`config.mk`:
```
export PLATFORM = sky130hd
export DESIGN_NAME = l1_dcache_ctrl_flat
export DESIGN_NICKNAME = d
export VERILOG_FILES = /design/src/rtl/l1_dcache_if.sv /design/src/rtl/l1_dcache_ctrl.sv /design/src/flat_wrapper.sv
export SDC_FILE = /design/constraint.sdc
export NUM_CORES = 2
export LEC_CHECK = 0
export CAP_MARGIN = 20
export CELL_PAD_IN_SITES_DETAIL_PLACEMENT = 0
export CELL_PAD_IN_SITES_GLOBAL_PLACEMENT = 2
export CORE_MARGIN = 2
export CORE_UTILIZATION = 49
export DETAILED_ROUTE_END_ITERATION = 6
export HOLD_SLACK_MARGIN = 0.15
export PLACE_DENSITY = 0.77
export SKIP_CTS_REPAIR_TIMING = 1
export SYNTH_ARGS = -nofsm -noshare
export SYNTH_HDL_FRONTEND = slang
export SYNTH_MEMORY_MAX_BITS = 65536
export SYNTH_SLANG_ARGS = --single-unit
```
`constraint.sdc`:
```
create_clock -name clk_i -period 10.8 [get_ports clk_i]
set_clock_uncertainty 0.05 [all_clocks]
set_input_delay 2.16 -clock clk_i [delete_from_list [all_inputs] [get_ports clk_i]]
set_output_delay 2.16 -clock clk_i [all_outputs]
set_load 0.03 [all_outputs]
```
`src/rtl/l1_dcache_if.sv`:
```
// L1 data cache bus bundle: CPU MEM-stage side plus the line memory port.
// slave = cache controller, master = pipeline/memory environment.
interface l1_dcache_if;
  logic         cpu_req_i;
  logic         cpu_we_i;
  logic [31:0]  cpu_addr_i;
  logic [31:0]  cpu_data_i;
  logic [31:0]  cpu_data_o;
  logic         cpu_stall_o;
  logic         mem_req_o;
  logic         mem_we_o;
  logic [31:0]  mem_addr_o;
  logic [255:0] mem_data_o;
  logic [255:0] mem_data_i;
  logic         mem_ack_i;
  logic [31:0]  hit_cnt_o;
  logic [31:0]  miss_cnt_o;

  modport slave (
    input  cpu_req_i, cpu_we_i, cpu_addr_i, cpu_data_i,
    input  mem_data_i, mem_ack_i,
    output cpu_data_o, cpu_stall_o,
    output mem_req_o, mem_we_o, mem_addr_o, mem_data_o,
    output hit_cnt_o, miss_cnt_o
  );

  modport master (
    output cpu_req_i, cpu_we_i, cpu_addr_i, cpu_data_i,
    output mem_data_i, mem_ack_i,
    input  cpu_data_o, cpu_stall_o,
    input  mem_req_o, mem_we_o, mem_addr_o, mem_data_o,
    input  hit_cnt_o, miss_cnt_o
  );
endinterface

```
`src/rtl/l1_dcache_ctrl.sv`:
```
// Direct-mapped write-back/write-allocate L1 D-cache controller.
// Misses stall the pipeline while the line is evicted and refilled.
module l1_dcache_ctrl #(
  parameter int NUM_LINES = 16
) (
  input logic        clk_i,
  input logic        rst_i,
  l1_dcache_if.slave bus
);
  localparam int IW = $clog2(NUM_LINES);
  localparam int TW = 27 - IW;

  localparam logic [1:0] S_IDLE  = 2'd0;
  localparam logic [1:0] S_WB    = 2'd1;
  localparam logic [1:0] S_ALLOC = 2'd2;
  localparam logic [1:0] S_FILL  = 2'd3;

  logic [1:0]           state_q;
  logic [NUM_LINES-1:0] valid_q;
  logic [NUM_LINES-1:0] dirty_q;
  logic [TW-1:0]        tag_q [NUM_LINES];
  logic [255:0]         data_q [NUM_LINES];
  logic [255:0]         fill_q;
  logic                 replay_q;
  logic [31:0]          hit_q;
  logic [31:0]          miss_q;

  logic [TW-1:0] tag;
  logic [IW-1:0] idx;
  logic [2:0]    word;
  logic          idle;
  logic          hit;
  logic          st_wr;
  logic          unused_addr;

  assign tag  = bus.cpu_addr_i[31:5+IW];
  assign idx  = bus.cpu_addr_i[4+IW:5];
  assign word = bus.cpu_addr_i[4:2];
  assign idle = state_q == S_IDLE;
  assign hit  = valid_q[idx] && (tag_q[idx] == tag);
  assign st_wr = idle && bus.cpu_req_i && hit && bus.cpu_we_i;
  assign unused_addr = ^bus.cpu_addr_i[1:0];

  assign bus.hit_cnt_o  = hit_q;
  assign bus.miss_cnt_o = miss_q;

  always_comb begin
    bus.cpu_stall_o = rst_i && (!idle || (bus.cpu_req_i && !hit));
    bus.cpu_data_o  = '0;
    if (rst_i && idle && bus.cpu_req_i && hit)
      bus.cpu_data_o = data_q[idx][{word, 5'b0} +: 32];
    bus.mem_req_o  = 1'b0;
    bus.mem_we_o   = 1'b0;
    bus.mem_addr_o = '0;
    bus.mem_data_o = '0;
    unique case (state_q)
      S_WB: begin
        bus.mem_req_o  = 1'b1;
        bus.mem_we_o   = 1'b1;
        bus.mem_addr_o = {tag_q[idx], idx, 5'b0};
        bus.mem_data_o = data_q[idx];
      end
      S_ALLOC: begin
        bus.mem_req_o  = 1'b1;
        bus.mem_addr_o = {bus.cpu_addr_i[31:5], 5'b0};
      end
      S_IDLE, S_FILL: ;
      default: ;
    endcase
  end

  always_ff @(posedge clk_i) begin
    if (!rst_i) begin
      state_q  <= S_IDLE;
      valid_q  <= '0;
      dirty_q  <= '0;
      replay_q <= 1'b0;
      hit_q    <= '0;
      miss_q   <= '0;
    end else begin
      unique case (state_q)
        S_IDLE: begin
          replay_q <= 1'b0;
          if (bus.cpu_req_i && hit) begin
            // The post-fill replay was already counted as a miss
            if (!replay_q) hit_q <= hit_q + 32'd1;
            if (bus.cpu_we_i) dirty_q[idx] <= 1'b1;
          end else if (bus.cpu_req_i) begin
            miss_q  <= miss_q + 32'd1;
            state_q <= (valid_q[idx] && dirty_q[idx]) ? S_WB : S_ALLOC;
          end
        end
        S_WB: begin
          if (bus.mem_ack_i) state_q <= S_ALLOC;
        end
        S_ALLOC: begin
          if (bus.mem_ack_i) state_q <= S_FILL;
        end
        S_FILL: begin
          valid_q[idx] <= 1'b1;
          dirty_q[idx] <= 1'b0;
          replay_q     <= 1'b1;
          state_q      <= S_IDLE;
        end
        default: state_q <= S_IDLE;
      endcase
    end
  end

  // Tag/data arrays carry no reset; writes are blocked while in reset
  always_ff @(posedge clk_i) begin
    if (rst_i) begin
      if (st_wr)
        data_q[idx][{word, 5'b0} +: 32] <= bus.cpu_data_i;
      if (state_q == S_ALLOC && bus.mem_ack_i)
        fill_q <= bus.mem_data_i;
      if (state_q == S_FILL) begin
        data_q[idx] <= fill_q;
        tag_q[idx]  <= tag;
      end
    end
  end
endmodule

```
`src/flat_wrapper.sv`:
```
// flat-port wrapper written by rule: the top's interface ports become plain ports
module l1_dcache_ctrl_flat 
#(
  parameter int NUM_LINES = 16
)
  (clk_i, rst_i, bus_cpu_req_i, bus_cpu_we_i, bus_cpu_addr_i, bus_cpu_data_i, bus_mem_data_i, bus_mem_ack_i, bus_cpu_data_o, bus_cpu_stall_o, bus_mem_req_o, bus_mem_we_o, bus_mem_addr_o, bus_mem_data_o, bus_hit_cnt_o, bus_miss_cnt_o);
  l1_dcache_if bus_i ();
  input logic clk_i;
  input logic rst_i;
  input wire logic [$bits(bus_i.cpu_req_i)-1:0] bus_cpu_req_i;
  input wire logic [$bits(bus_i.cpu_we_i)-1:0] bus_cpu_we_i;
  input wire logic [$bits(bus_i.cpu_addr_i)-1:0] bus_cpu_addr_i;
  input wire logic [$bits(bus_i.cpu_data_i)-1:0] bus_cpu_data_i;
  input wire logic [$bits(bus_i.mem_data_i)-1:0] bus_mem_data_i;
  input wire logic [$bits(bus_i.mem_ack_i)-1:0] bus_mem_ack_i;
  output wire logic [$bits(bus_i.cpu_data_o)-1:0] bus_cpu_data_o;
  output wire logic [$bits(bus_i.cpu_stall_o)-1:0] bus_cpu_stall_o;
  output wire logic [$bits(bus_i.mem_req_o)-1:0] bus_mem_req_o;
  output wire logic [$bits(bus_i.mem_we_o)-1:0] bus_mem_we_o;
  output wire logic [$bits(bus_i.mem_addr_o)-1:0] bus_mem_addr_o;
  output wire logic [$bits(bus_i.mem_data_o)-1:0] bus_mem_data_o;
  output wire logic [$bits(bus_i.hit_cnt_o)-1:0] bus_hit_cnt_o;
  output wire logic [$bits(bus_i.miss_cnt_o)-1:0] bus_miss_cnt_o;
  assign bus_i.cpu_req_i = bus_cpu_req_i;
  assign bus_i.cpu_we_i = bus_cpu_we_i;
  assign bus_i.cpu_addr_i = bus_cpu_addr_i;
  assign bus_i.cpu_data_i = bus_cpu_data_i;
  assign bus_i.mem_data_i = bus_mem_data_i;
  assign bus_i.mem_ack_i = bus_mem_ack_i;
  assign bus_cpu_data_o = bus_i.cpu_data_o;
  assign bus_cpu_stall_o = bus_i.cpu_stall_o;
  assign bus_mem_req_o = bus_i.mem_req_o;
  assign bus_mem_we_o = bus_i.mem_we_o;
  assign bus_mem_addr_o = bus_i.mem_addr_o;
  assign bus_mem_data_o = bus_i.mem_data_o;
  assign bus_hit_cnt_o = bus_i.hit_cnt_o;
  assign bus_miss_cnt_o = bus_i.miss_cnt_o;
  l1_dcache_ctrl #(.NUM_LINES(NUM_LINES)) u_core (.clk_i(clk_i), .rst_i(rst_i), .bus(bus_i));
endmodule
```
---- After elaboration in Yosys (flattened, before gate mapping) ----
Memory sizes are Yosys's and may differ from the RTL's.
Cells that the tools add are included.
Widths: inputs -> output; s select.
storage, ports and cells
  bits in registers ....................... 355
  bits of input ports ..................... 325
  memory bits (writable) .................. 4,464
  memories ................................ 2
  output and inout bits ................... 387
  logic and storage cells ................. 596
operators by class
  reduce and logical (&&, ||, !) cells .... 24
  bitwise gates (word level) .............. 262
  shifts and indexed selects .............. 3
  multiplexer cells ....................... 283
  equal/unequal tests ..................... 10
  add/subtract/negate cells ............... 3
  $lt $le $gt $ge ......................... 2
memories
  memory         depth  bits a word  rd ports  clocked after memory_dff  wr ports  line                  source
  u_core.data_q  16     256          1         0                         1         l1_dcache_ctrl.sv:22  logic [255:0] data_q [NUM_LINES];
  u_core.tag_q   16     23           1         0                         1         l1_dcache_ctrl.sv:21  logic [TW-1:0] tag_q [NUM_LINES];
operator list
  cell                       count
  $mux 256                   2
  $mux 1                     266
  $or 1x1->1                 256
  $shift 32x10->256 const A  1
  $shiftx 256x9->32          1
  $shiftx 32x10->256         1
  $add 32x1->32 const B      2
  $pmux 32 s2                1
  $mux 16                    2
  $mux 32                    1
  $or 16x16->16              2
  $pmux 16 s2                1
  $eq 23x23->1               1
  $and 16x16->16             1
  $not 16->16                1
  $logic_and 1x1->1          13
  $ne 2x2->1 const B         6
  $mux 2                     5
  $neg 8->10                 1
  $reduce_and 3->1           3
  $bmux 1 s4                 2
  $pmux 2 s4                 1
  $lt 4x5->1 const B         1
  $demux 1 s4                1
  12 further kinds           15

---- Depth between registers and ports, before layout ----
  depth after elaboration ................. 9
  gate-level depth with buffers ........... 17
  depth with buffers taken out ............ 9

---- Least setup slack after synthesis ----
No wires, ideal clock.
  path type ............................... input to register
  start point ............................. input port rst_i
  end point ............................... register u_core.fill_q[0] (enable)
  path buffers ............................ 2
  setup time .............................. 0.651 ns
  arrival ................................. 8.687 ns
  stages on the path ...................... 3
  data required time ...................... 10.099 ns
  slack ................................... 1.412 ns
  path through ............................ clkbuf_1 clkbuf_1 and3_1
between the ends
  cells in the longest elaborated chain, start to end .. 1
ends and longest elaborated chain
  item                        line                   source
  from (decl)                 flat_wrapper.sv:9      input logic rst_i;
  $reduce_and 2->1 (no line)  --
  to (signal assigned)        l1_dcache_ctrl.sv:116  fill_q <= bus.mem_data_i;
  to (decl)                   l1_dcache_ctrl.sv:23   logic [255:0] fill_q;
Every way passes these cells.
A chain may end at the register's enable or synchronous reset.

---- Worst setup path in the final report ----
  start point ............................. input port bus_cpu_addr_i[8]
  end point ............................... output port bus_cpu_data_o[14]
between the ends
  cells in the longest elaborated chain, start to end .. 5
  elaborated cells on any way between the ends .. 9
  those cells by class .................... eq/ne: 1; shift: 1; mux: 3; reduce/logical: 2; memory: 2
ends and longest elaborated chain
  item                                                    line                  source
  from (decl)                                             flat_wrapper.sv:12    input wire logic [$bits(bus_i.cpu_addr_i)-1:0] bus_cpu_addr_i;
  branches (longest 4 deep; another with $mem_v2 16x256)  --
  $mux 32 *                                               l1_dcache_ctrl.sv:50  if (rst_i && idle && bus.cpu_req_i && hit)
  to (decl)                                               flat_wrapper.sv:16    output wire logic [$bits(bus_i.cpu_data_o)-1:0] bus_cpu_data_o;
Mark *: on every way between the ends. The select of a mux whose other input is x is not followed.

==> flow_metrics.env <==
export IMPL_fin_area_um2=220000
export IMPL_worst_slew_pin_slew_ns=1.24
export IMPL_dieArea_um2=390000
export IMPL_ant_nets=0
export IMPL_seqCellArea_um2=144000
export IMPL_dpl_instance_area_um2=205000
export IMPL_cts_buffer_depth=4
export IMPL_cts_root_buffer="clkbuf_16"
export IMPL_slew_violations=0
export IMPL_num_vias=99100
export IMPL_rsz0062_at_grt="false"
export IMPL_dp_hpwl_um=370000
export IMPL_firstDrtPassIters=6
export IMPL_fin_ws_ns=1.31
export IMPL_use_met3_pct=8.84
export IMPL_portBuffers=704
export IMPL_fin_nets=9969
export IMPL_grt_pass1_wl_um=806000
export IMPL_crit_arrival_ns=7.28
export IMPL_syn_area_um2=189000
export IMPL_core_um2=383000
export IMPL_min_period_ns=9.49
export IMPL_setup_tns_ns=0
export IMPL_track_usage_pct=30.3
export IMPL_power_total_mw=41.6
export IMPL_cp_start_kind="input pin"
export IMPL_p_leak_nw=70.9
export IMPL_cp_required_ns=8.59
export IMPL_slew_headroom_pct=17.1
export IMPL_ys_types=76
export IMPL_synth_seq_cells=4819
export IMPL_power_density_nw_per_um2=189
export IMPL_synthArstFlopShare_pct=0
export IMPL_finalSetupViolations=0
export IMPL_area_growth_pct=16.7
export IMPL_clock_latency_ns=1.03
export IMPL_ios=712
export IMPL_drcViolationCount=0
export IMPL_wl_um=599000
export IMPL_grt_use_met2_pct=46.0
export IMPL_period_share_pct=87.9
export IMPL_postSynthCellCount=8588
export IMPL_maxCapViolCount=0
export IMPL_synth_edf_count=4720
export IMPL_antenna_found_initial=70
export IMPL_met1_usage_pct=39.8
export IMPL_yosysSeqAreaShare_pct=76.1
export IMPL_grt_max_degree=141
export IMPL_cp_end_kind="primary output"
export IMPL_routed_via_density=6.55
export IMPL_n_fill_cell=27700
export IMPL_gp_congestion=0.885
export IMPL_syn_area_per_cell_um2=22.0
export IMPL_path_clk_slew_ns=0.07
export IMPL_fmax_ghz=0.105
export IMPL_start_util_pct=49.3
export IMPL_peakVddDrop_uv=140
export IMPL_dp_slack_ns=1.43
export IMPL_grt_pass1_vias=96400
export IMPL_cts_tree="done"
export IMPL_die_x_um=625
export IMPL_multi_input_area_um2=44400
export IMPL_drive_gt1_share_pct=27.6
export IMPL_cts_sinks=4819
export IMPL_hp_class="flip-flop to flip-flop"
export IMPL_worstPathMaxFanout=44
export IMPL_critPathKind="input pin to primary output"
export IMPL_rows=227
export IMPL_wl_per_cell_um=39.6
export IMPL_status="finished clean"
export IMPL_overflow=0
export IMPL_die_h_um=625
export IMPL_numCtsBuffers=477
export IMPL_htree_levels=5
export IMPL_synth_main_ff_cell="edfxtp_1"
export IMPL_finalHoldViolCount=0
export IMPL_ys_warn_count=0
export IMPL_drt_iter0_markers=13800
export IMPL_grt_busiest_layer="met2"
per-stage QoR:
step,cells,hold WS [ns],utilization [%]
3_3_place_gp,14200,0.377,53.4
4_1_cts,15100,0.394,57.4
2_1_floorplan,8592,0.368,-
3_5_place_dp,14200,0.383,53.4
5_1_grt,15100,0.407,57.5
6_report,15100,0.395,57.5
power breakdown:
part / internal, mW / switching (mW)
combinational: 1.37 / 2.82
clock: 9.36 / 7.16
sequential: 20.8 / 0.0981
total: 31.5 / 10.1
registers in the layout, indices dropped and copies added, names as in the netlist, named ones only:
name                   flops
u_core.tag_q             368
u_core.data_q           4096
u_core.bus.hit_cnt_o      32
u_core.bus.miss_cnt_o     32
u_core.fill_q            256
u_core.replay_q            1
u_core.state_q             2
u_core.valid_q            16
per-layer routing:
layer / share of wire [%] / vias up
met4: 6.0 / 20
met2: 46 / 6289
met3: 12 / 1083
met5: 0.050 / -
li1: - / 38500
met1: 36 / 53200
logic make-up after synthesis:
family	count (synthesis)	share of synthesized area, %
other	1	0.00199
muxes	1521	17.3
AOI/OAI and AO/OA	713	2.64
and+or+nand+nor	914	2.50
adders and majority gates	8	0.0530
buffers and inverters	583	1.31
DFF	4819	76.1
xor gates and xnor gates	29	0.134
cell type report:
class | instances | share of cell area [%]
Clock inverter | 314 | 1.34
Antenna cell | 56 | 0.0636
Clock buffer | 572 | 5.64
Tap cell | 5038 | 2.86
Sequential cell | 4819 | 65.2
Inverter | 50 | 0.0908
Timing Repair Buffer | 1098 | 4.67
Multi-Input combinational cell | 3190 | 20.1
Yosys cell counts, drive strengths merged, types with 3 or more instances:
cell type  count  area (um2)
a31oi          5        31.3
ha             8         100
and4           8        70.1
clkbuf       333        1250
o21ai        220        1100
mux4        1389       31300
mux2i        117        1170
a21boi         6        45.0
xor2           9        78.8
mux2          15         169
o22ai         30         188
o221ai         7        61.3
or4b           4        40.0
dfxtp         99        1980
and3          20         125
a221o          3        30.0
a21oi         62         310
buf          200        1040
nor3          16        80.1
nand2        307        1150
a21o           5        37.5
and2         284        1780
a2111oi       32         280
nand4         28         175
a221oi         5        61.3
nor4           5        52.6
or4           18         139
xnor2         20         175
nand2b        20         125
a32oi          3        26.3
o211ai        25         188
or3           10        62.6
o31ai         36         270
inv           48         180
a22oi         35         263
a31o           3        26.3
nand3         66         343
edfxtp      4720      142000
a22o         208        1820
nor2b         20         125
nor2          98         368
a211oi         5        37.5
o2bb2ai        3        26.3
path summary, 6_finish.rpt:
check,start,to,slack (ns),cells past startpoint
worst max-delay path,bus_cpu_addr_i[8],bus_cpu_data_o[14],1.31,11
worst min register to register,u_core.valid_q[4]$_SDFFE_PN0P_,u_core.valid_q[4]$_SDFFE_PN0P_,0.40,2
worst min-delay path,u_core.valid_q[4]$_SDFFE_PN0P_,u_core.valid_q[4]$_SDFFE_PN0P_,0.40,2
worst max register to register,u_core.tag_q[10][7]$_DFFE_PP_,u_core.data_q[13][245]$_DFFE_PP_,4.30,10
critical path, stage by stage:
cell	delay [ns]
buf_4	0.58
and2_1	0.63
a22o_1	0.27
a221oi_1	0.17
a311oi_1	0.57
o2111ai_1	0.38
nor4_4	0.55
nand3_2	0.11
buf_4	0.31
a21oi_1	1.05
buf_4	0.32
layout by cell type, fill, tap and decap left out, types with 56 or more instances in the layout:
master	count
a21oi_1	62
a22o_1	208
and2_1	272
buf_4	401
clkbuf_1	87
clkbuf_16	483
clkdlybuf4s50_1	626
clkinv_1	99
clkinv_2	96
dfxtp_1	99
diode_2	56
edfxtp_1	4720
mux2i_1	117
mux4_2	1389
nand2_1	306
nand3_1	63
nor2_1	92
o21ai_0	58
o21ai_4	128
Note: power is estimated with default switching activity, not from simulation.
